==> src/rtl/superscalar_perf_monitor_pkg.sv <==
// Shared constants for the dual-issue performance monitor: counter map, opcodes, NOP encoding.
// Pure declarations; no logic, no latency.
package superscalar_perf_monitor_pkg;

  localparam int CNT_CYCLES   = 0;
  localparam int CNT_INSTRS   = 1;
  localparam int CNT_BRANCHES = 2;
  localparam int CNT_BR_MISS  = 3;
  localparam int CNT_JUMPS    = 4;
  localparam int CNT_JMP_MISS = 5;
  localparam int CNT_STATUS   = 6;
  localparam int NUM_CNT      = 6;
  localparam int RD_ADDR_W    = 3;

  localparam logic [6:0]  OP_BRANCH    = 7'b1100011;
  localparam logic [6:0]  OP_JAL       = 7'b1101111;
  localparam logic [6:0]  OP_JALR      = 7'b1100111;
  localparam logic [31:0] NOP_WORD_DEF = 32'h0000_0013;

  typedef enum logic {
    ST_RUN    = 1'b0,
    ST_HALTED = 1'b1
  } state_e;

  // Population count of two slot flags: 0, 1 or 2.
  function automatic logic [1:0] count2(input logic a, input logic b);
    return {a & b, a ^ b};
  endfunction

endpackage

==> src/rtl/superscalar_perf_monitor_if.sv <==
// Pipeline tap and counter read port of the performance monitor.
// Read port is fire-and-forget: rd_req is always accepted, data returns one cycle later.
interface superscalar_perf_monitor_if
  import superscalar_perf_monitor_pkg::*;
#(
  parameter int WIDTH = 32
);
  logic                 en;
  logic                 clr;
  logic [31:0]          instr_d1;
  logic [31:0]          instr_d2;
  logic [6:0]           op_e1;
  logic [6:0]           op_e2;
  logic                 mispredict1;
  logic                 mispredict2;
  logic                 pred_taken1;
  logic                 pred_taken2;
  logic [31:0]          pc_f1;
  logic [31:0]          pc_f2;
  logic [31:0]          instr_f1;
  logic [31:0]          instr_f2;
  logic                 rd_req;
  logic [RD_ADDR_W-1:0] rd_addr;
  logic                 rd_valid;
  logic [WIDTH-1:0]     rd_data;
  logic                 halted;

  modport master (
    output en, clr, instr_d1, instr_d2, op_e1, op_e2, mispredict1, mispredict2,
           pred_taken1, pred_taken2, pc_f1, pc_f2, instr_f1, instr_f2, rd_req, rd_addr,
    input  rd_valid, rd_data, halted
  );

  modport slave (
    input  en, clr, instr_d1, instr_d2, op_e1, op_e2, mispredict1, mispredict2,
           pred_taken1, pred_taken2, pc_f1, pc_f2, instr_f1, instr_f2, rd_req, rd_addr,
    output rd_valid, rd_data, halted
  );

endinterface

==> src/rtl/superscalar_perf_monitor_perf_counter.sv <==
// One event counter with 0..2 increment and sticky overflow; updates on the edge after inputs.
// PERF_SATURATE_EN defined: clamp at all-ones; undefined: wrap modulo 2^WIDTH.
module perf_counter #(
  parameter int WIDTH = 32
) (
  input  logic             clk,
  input  logic             reset,
  input  logic             en,
  input  logic             clr,
  input  logic [1:0]       inc,
  output logic [WIDTH-1:0] cnt,
  output logic             ovf
);

  logic [WIDTH-1:0] cnt_q, cnt_d;
  logic             ovf_q, ovf_d;
  logic [WIDTH:0]   sum;

  always_comb begin
    sum   = {1'b0, cnt_q} + {{(WIDTH - 1){1'b0}}, inc};
    cnt_d = cnt_q;
    ovf_d = ovf_q;
    if (clr) begin
      cnt_d = '0;
      ovf_d = 1'b0;
    end else if (en) begin
      ovf_d = ovf_q | sum[WIDTH];
`ifdef PERF_SATURATE_EN
      cnt_d = sum[WIDTH] ? {WIDTH{1'b1}} : sum[WIDTH-1:0];
`else
      cnt_d = sum[WIDTH-1:0];
`endif
    end
  end

  always_ff @(posedge clk) begin
    if (!reset) begin
      cnt_q <= '0;
      ovf_q <= 1'b0;
    end else begin
      cnt_q <= cnt_d;
      ovf_q <= ovf_d;
    end
  end

  assign cnt = cnt_q;
  assign ovf = ovf_q;

endmodule

==> src/rtl/superscalar_perf_monitor.sv <==
// Dual-issue perf monitor: six event counters, parked-NOP halt detection, 1-cycle registered read.
// Reads always accepted (one per cycle); PERF_SATURATE_EN selects saturating counters.
module superscalar_perf_monitor
  import superscalar_perf_monitor_pkg::*;
#(
  parameter int          WIDTH    = 32,
  parameter logic [31:0] NOP_WORD = NOP_WORD_DEF
) (
  input  logic                     clk,
  input  logic                     reset,
  superscalar_perf_monitor_if.slave bus
);

  state_e           state_q, state_d;
  logic             prev_valid_q, prev_valid_d;
  logic [31:0]      prev_pc1_q, prev_pc1_d, prev_pc2_q, prev_pc2_d;
  logic             rd_valid_q, rd_valid_d;
  logic [WIDTH-1:0] rd_data_q, rd_data_d;

  logic [1:0]       inc [NUM_CNT];
  logic [WIDTH-1:0] cnt [NUM_CNT];
  logic [NUM_CNT-1:0] ovf;
  logic             cnt_en, halt_hit;
  logic             br1, br2, jmp1, jmp2, ins1, ins2;
  logic [6:0]       stat7;
  logic [WIDTH-1:0] status;
  int               rd_sel;

  always_comb begin
    ins1 = (bus.instr_d1 != '0) && (bus.instr_d1 != NOP_WORD);
    ins2 = (bus.instr_d2 != '0) && (bus.instr_d2 != NOP_WORD);
    br1  = bus.op_e1 == OP_BRANCH;
    br2  = bus.op_e2 == OP_BRANCH;
    jmp1 = (bus.op_e1 == OP_JAL) || (bus.op_e1 == OP_JALR);
    jmp2 = (bus.op_e2 == OP_JAL) || (bus.op_e2 == OP_JALR);
    inc[CNT_CYCLES]   = 2'd1;
    inc[CNT_INSTRS]   = count2(ins1, ins2);
    inc[CNT_BRANCHES] = count2(br1, br2);
    inc[CNT_BR_MISS]  = count2(br1 & bus.mispredict1, br2 & bus.mispredict2);
    inc[CNT_JUMPS]    = count2(jmp1, jmp2);
    inc[CNT_JMP_MISS] = count2(jmp1 & ~bus.pred_taken1, jmp2 & ~bus.pred_taken2);
  end

  assign cnt_en = bus.en && (state_q == ST_RUN);

  for (genvar i = 0; i < NUM_CNT; i++) begin : g_cnt
    perf_counter #(.WIDTH(WIDTH)) u_cnt (
      .clk   (clk),
      .reset (reset),
      .en    (cnt_en),
      .clr   (bus.clr),
      .inc   (inc[i]),
      .cnt   (cnt[i]),
      .ovf   (ovf[i])
    );
  end

  // Completion: both fetch slots re-fetching the same PC holding a NOP. Independent of en.
  assign halt_hit = prev_valid_q
                 && (bus.pc_f1 == prev_pc1_q) && (bus.pc_f2 == prev_pc2_q)
                 && (bus.instr_f1 == NOP_WORD) && (bus.instr_f2 == NOP_WORD);

  assign stat7 = {ovf, state_q == ST_HALTED};
  if (WIDTH > 7) begin : g_stat_pad
    assign status = {{(WIDTH - 7){1'b0}}, stat7};
  end else if (WIDTH == 7) begin : g_stat_full
    assign status = stat7;
  end else begin : g_stat_trunc
    assign status = stat7[WIDTH-1:0];
  end

  always_comb begin
    state_d      = state_q;
    prev_valid_d = !bus.clr;
    prev_pc1_d   = bus.pc_f1;
    prev_pc2_d   = bus.pc_f2;
    rd_valid_d   = bus.rd_req;
    rd_data_d    = rd_data_q;
    rd_sel       = int'(bus.rd_addr);
    if (bus.clr) begin
      state_d = ST_RUN;
    end else if (state_q == ST_RUN && halt_hit) begin
      state_d = ST_HALTED;
    end
    // Counter outputs are the pre-increment (and pre-clear) values for this edge.
    if (bus.rd_req) begin
      case (rd_sel)
        CNT_CYCLES:   rd_data_d = cnt[CNT_CYCLES];
        CNT_INSTRS:   rd_data_d = cnt[CNT_INSTRS];
        CNT_BRANCHES: rd_data_d = cnt[CNT_BRANCHES];
        CNT_BR_MISS:  rd_data_d = cnt[CNT_BR_MISS];
        CNT_JUMPS:    rd_data_d = cnt[CNT_JUMPS];
        CNT_JMP_MISS: rd_data_d = cnt[CNT_JMP_MISS];
        CNT_STATUS:   rd_data_d = status;
        default:      rd_data_d = '0;
      endcase
    end
  end

  always_ff @(posedge clk) begin
    if (!reset) begin
      state_q      <= ST_RUN;
      prev_valid_q <= 1'b0;
      rd_valid_q   <= 1'b0;
      rd_data_q    <= '0;
    end else begin
      state_q      <= state_d;
      prev_valid_q <= prev_valid_d;
      rd_valid_q   <= rd_valid_d;
      rd_data_q    <= rd_data_d;
    end
  end

  // Fetch PCs are tracked every cycle, including under reset; prev_valid gates their use.
  always_ff @(posedge clk) begin
    prev_pc1_q <= prev_pc1_d;
    prev_pc2_q <= prev_pc2_d;
  end

  assign bus.rd_valid = rd_valid_q;
  assign bus.rd_data  = rd_data_q;
  assign bus.halted   = (state_q == ST_HALTED);

endmodule

==> src/flat_wrapper.sv <==
// flat-port wrapper written by rule: the top's interface ports become plain ports
module superscalar_perf_monitor_flat import superscalar_perf_monitor_pkg::*;
#(
  parameter int          WIDTH    = 32,
  parameter logic [31:0] NOP_WORD = NOP_WORD_DEF
)
  (clk, reset, bus_en, bus_clr, bus_instr_d1, bus_instr_d2, bus_op_e1, bus_op_e2, bus_mispredict1, bus_mispredict2, bus_pred_taken1, bus_pred_taken2, bus_pc_f1, bus_pc_f2, bus_instr_f1, bus_instr_f2, bus_rd_req, bus_rd_addr, bus_rd_valid, bus_rd_data, bus_halted);
  superscalar_perf_monitor_if #(.WIDTH(WIDTH)) bus_i ();
  input  logic clk;
  input  logic reset;
  input wire logic [$bits(bus_i.en)-1:0] bus_en;
  input wire logic [$bits(bus_i.clr)-1:0] bus_clr;
  input wire logic [$bits(bus_i.instr_d1)-1:0] bus_instr_d1;
  input wire logic [$bits(bus_i.instr_d2)-1:0] bus_instr_d2;
  input wire logic [$bits(bus_i.op_e1)-1:0] bus_op_e1;
  input wire logic [$bits(bus_i.op_e2)-1:0] bus_op_e2;
  input wire logic [$bits(bus_i.mispredict1)-1:0] bus_mispredict1;
  input wire logic [$bits(bus_i.mispredict2)-1:0] bus_mispredict2;
  input wire logic [$bits(bus_i.pred_taken1)-1:0] bus_pred_taken1;
  input wire logic [$bits(bus_i.pred_taken2)-1:0] bus_pred_taken2;
  input wire logic [$bits(bus_i.pc_f1)-1:0] bus_pc_f1;
  input wire logic [$bits(bus_i.pc_f2)-1:0] bus_pc_f2;
  input wire logic [$bits(bus_i.instr_f1)-1:0] bus_instr_f1;
  input wire logic [$bits(bus_i.instr_f2)-1:0] bus_instr_f2;
  input wire logic [$bits(bus_i.rd_req)-1:0] bus_rd_req;
  input wire logic [$bits(bus_i.rd_addr)-1:0] bus_rd_addr;
  output wire logic [$bits(bus_i.rd_valid)-1:0] bus_rd_valid;
  output wire logic [$bits(bus_i.rd_data)-1:0] bus_rd_data;
  output wire logic [$bits(bus_i.halted)-1:0] bus_halted;
  assign bus_i.en = bus_en;
  assign bus_i.clr = bus_clr;
  assign bus_i.instr_d1 = bus_instr_d1;
  assign bus_i.instr_d2 = bus_instr_d2;
  assign bus_i.op_e1 = bus_op_e1;
  assign bus_i.op_e2 = bus_op_e2;
  assign bus_i.mispredict1 = bus_mispredict1;
  assign bus_i.mispredict2 = bus_mispredict2;
  assign bus_i.pred_taken1 = bus_pred_taken1;
  assign bus_i.pred_taken2 = bus_pred_taken2;
  assign bus_i.pc_f1 = bus_pc_f1;
  assign bus_i.pc_f2 = bus_pc_f2;
  assign bus_i.instr_f1 = bus_instr_f1;
  assign bus_i.instr_f2 = bus_instr_f2;
  assign bus_i.rd_req = bus_rd_req;
  assign bus_i.rd_addr = bus_rd_addr;
  assign bus_rd_valid = bus_i.rd_valid;
  assign bus_rd_data = bus_i.rd_data;
  assign bus_halted = bus_i.halted;
  superscalar_perf_monitor #(.WIDTH(WIDTH), .NOP_WORD(NOP_WORD)) u_core (.clk(clk), .reset(reset), .bus(bus_i));
endmodule
==> config.mk <==
export PLATFORM = sky130hd
export DESIGN_NAME = superscalar_perf_monitor_flat
export DESIGN_NICKNAME = d
export VERILOG_FILES = /design/src/rtl/superscalar_perf_monitor_pkg.sv /design/src/rtl/superscalar_perf_monitor_if.sv /design/src/rtl/superscalar_perf_monitor_perf_counter.sv /design/src/rtl/superscalar_perf_monitor.sv /design/src/flat_wrapper.sv
export SDC_FILE = /design/constraint.sdc
export NUM_CORES = 1
export LEC_CHECK = 0
export CORE_MARGIN = 1
export CORE_UTILIZATION = 45
export DETAILED_ROUTE_END_ITERATION = 6
export PLACE_DENSITY = 0.72
export SLEW_MARGIN = 10
export SYNTH_ARGS = -nofsm -noshare
export SYNTH_HDL_FRONTEND = slang
export SYNTH_SLANG_ARGS = --single-unit
==> constraint.sdc <==
create_clock -name clk -period 4.7 [get_ports clk]
set_input_delay 1.175 -clock clk [delete_from_list [all_inputs] [get_ports clk]]
set_output_delay 1.175 -clock clk [all_outputs]
set_load 0.005 [all_outputs]
==> results.json <==
{
  "drt_iter0_markers": 990,
  "post_synth_xor_area_fraction": 0.122,
  "diodes": 0,
  "dieWidth_um": 176,
  "fin_crit_ns": 4.39,
  "min_to": "u_core.g_cnt[3].u_cnt.ovf",
  "power.leakage_nw": 5.90,
  "hold_viol_final": 0,
  "grt.total_usage": 0.253,
  "syn_to_final_growth_pct": 29.0,
  "clkLatencyLatePin_ns": 0.57,
  "outcome": "finished clean",
  "drv_cap": 0,
  "r2r-end": "u_core.g_cnt[4].u_cnt.cnt[27]",
  "fin_crit_sh": 0.935,
  "synth.most_common_cell": "dfxtp_1",
  "drc": 0,
  "grt_first_pass_wirelength_um": 62300,
  "cp.required_ns": 5.17,
  "placed_area_mm2": 0.0167,
  "r2r_cells": 6,
  "worstPathArrival_ns": 4.86,
  "fin_nets": 2037,
  "grt_pass1_vias": 12002,
  "synth_top_family_by_area": "simple AND/OR/NAND/NOR gates",
  "netlist_area_mm2": 0.0137,
  "synth_fa_ha_area_frac": 0.0220,
  "pwr_density_cell_mw_per_mm2": 299,
  "syn_nets": 1786,
  "setup_tns_ns": 0,
  "drtAntennaViolNets": 0,
  "tightestPinTransition_ns": 1.13,
  "antenna_found_initial": 0,
  "synthTopCellsByCount": "297 x dfxtp_1, 194 x nor2_1, 113 x xor2_1",
  "postCtsSetupRepairBufs": 0,
  "ios": 252,
  "finalSetupViolCount": 0,
  "finalWirelength_um": 39300,
  "fillers": 2594,
  "hold_path_depth": 1,
  "ys_types": 62,
  "muxShareOfSynthArea": 0.0136,
  "vdd_drop_max_mv": 0.259,
  "die_area_mm2": 0.0311,
  "grt_max_degree": 195,
  "wire_per_inst_um": 17.8,
  "avgSynthCellArea_um2": 8.83,
  "fin_area_mm2": 0.0176,
  "synth-compound-area-share": 0.127,
  "ys.flop_type": "dfxtp_1",
  "num_vias": 12351,
  "path_clk_slew_ns": 0.06,
  "die_h_um": 176,
  "yosysWarnings": 0,
  "final_core_util": 0.593,
  "hp-class": "register to register",
  "initial_core_util": 0.460,
  "fmax_ghz": 0.228,
  "relSlewSlack": 0.237,
  "drt-vias-per-instance": 5.59,
  "worst-r2r-setup-slack_ns": 2.10,
  "finalClockSkew_ns": 0.0241,
  "synth.top_cell.area_share": 0.435,
  "rows": 63,
  "min-delay-start": "u_core.g_cnt[3].u_cnt.ovf",
  "root_buffer": "clkbuf_16",
  "synthArstFlopShare": 0,
  "cts-buffers-inserted": 30,
  "grt_setup_unrepaired": "no",
  "io_buffer_count": 251,
  "startpoint_type": "input pin",
  "end_kind": "register",
  "hpwl_um": 29200,
  "grt_overflow_total": 0,
  "synth-edff-count": 0,
  "drive_gt1_frac": 0.0544,
  "synthSimpleGateAreaFrac": 0.246,
  "path_max_fanout": 6,
  "ctsLongestPathBuffers": 3,
  "synth_top_cell_by_area": "dfxtp_1",
  "yosysSeqAreaShare": 0.435,
  "syn-instance-count": 1547,
  "firstDrtPassIters": 6,
  "core_mm2": 0.0297,
  "clock-sinks": 297,
  "critPathKind": "input pin to register",
  "ys_ff_latch": 297,
  "cts_max_level": 1,
  "drv_slew": 0,
  "gp_congestion": 0.899,
  "cts_tree": "yes",
  "ctsHoldBuffers": 0,
  "cts-resized-gates": 0,
  "r2r-start": "u_core.g_cnt[4].u_cnt.cnt[12]",
  "synth_area_leaders": "dfxtp_1 44%, xor2_1 7.2%, nor2_1 5.3%"
}
==> through the flow <==
stage	hold WS (ns)	setup WS, ns	power [W]	cells
after floorplan	0.435	0.525	0.00275	1547
after global placement	0.459	-0.120	0.00299	2156
after detailed placement	0.453	-0.231	0.00300	2156
after CTS	0.466	0.348	0.00532	2209
after global routing	0.495	0.137	0.00545	2209
final	0.462	0.306	0.00528	2209
==> metal layers <==
layer  up-vias  part of all wire  GRT usage
li1       5979                 -          -
met1      5804              0.40      0.311
met2       479              0.49      0.445
met3        89             0.069     0.0349
met4         0             0.038      0.103
met5         -                 0          0
==> power breakdown <==
part	total [W]	leakage, nW	switching (W)	internal (W)
combinational	0.000378	3.02	0.000161	0.000217
sequential	0.00256	2.42	0.0000146	0.00255
clock	0.00233	0.465	0.000980	0.00135
==> worst max-delay path, stage by stage <==
cell and delay [ns]:
clkdlybuf4s50_1 0.41, or4_1 0.55, nor4_1 0.21, nand4_1 0.15
ha_1 0.30, ha_1 0.17, inv_1 0.06, fa_1 0.39
nand3b_1 0.23, nor4_4 0.27, buf_4 0.18, nand3_1 0.21
or3_1 0.41, a21oi_1 0.15
==> cell families (layout without fill, tap and decap cells) <==
logic type / after synthesis / in the layout
xor gates and xnor gates: 190 / 190
buffers and inverters: 117 / 389
AOI/OAI and AO/OA: 267 / 267
adders and majority gates: 21 / 21
DFF: 297 / 297
muxes: 14 / 14
and+or+nand+nor: 641 / 641
==> layout make-up <==
type                       instances  area (um2)  area share
clock buffer                      49         902      0.0512
sequential                       297        5950       0.337
timing repair buffer             279        2750       0.156
multi-input combinational       1133        7270       0.413
inverter                          57         214      0.0121
clock inverter                     4        58.8     0.00334
tap                              390         488      0.0277
==> sequential cells by signal (all words and copies together), names as in the netlist <==
name,cells
u_core.g_cnt.u_cnt.cnt,192
u_core.bus.rd_data,32
u_core.prev_pc1_q,32
u_core.prev_pc2_q,32
u_core.g_cnt.u_cnt.ovf,6
u_core.bus.halted,1
u_core.bus.rd_valid,1
u_core.prev_valid_q,1
==> cells in the final DEF (no fill, tap or decap), drive strengths merged, types with 39 or more instances in the layout <==
cell type / count
or3: 39
nand4: 58
o21ai: 41
clkdlybuf4s50: 251
inv: 57
clkbuf: 49
a22oi: 84
xor2: 113
nand3: 70
nor4: 43
a21oi: 52
xnor2: 77
nor2: 194
nand2: 95
dfxtp: 297
==> worst max-delay path by stage <==
stage / startpoint / endpoint / slack (ns) / depth (start not counted)
4_1_cts: bus_instr_d2[19] / u_core.g_cnt[1].u_cnt.cnt[26] / 0.35 / 14
2_1_floorplan: bus_instr_d1[19] / u_core.g_cnt[1].u_cnt.cnt[26] / 0.53 / 12
5_1_grt: bus_instr_d1[23] / u_core.g_cnt[1].u_cnt.cnt[30] / 0.14 / 14
3_3_place_gp: bus_instr_d2[19] / u_core.g_cnt[1].u_cnt.cnt[28] / -0.12 / 15
6_report: bus_instr_d2[19] / u_core.g_cnt[1].u_cnt.cnt[26] / 0.31 / 14
3_5_place_dp: bus_instr_d2[19] / u_core.g_cnt[1].u_cnt.cnt[26] / -0.23 / 14
(Power assumes the default switching activity.)
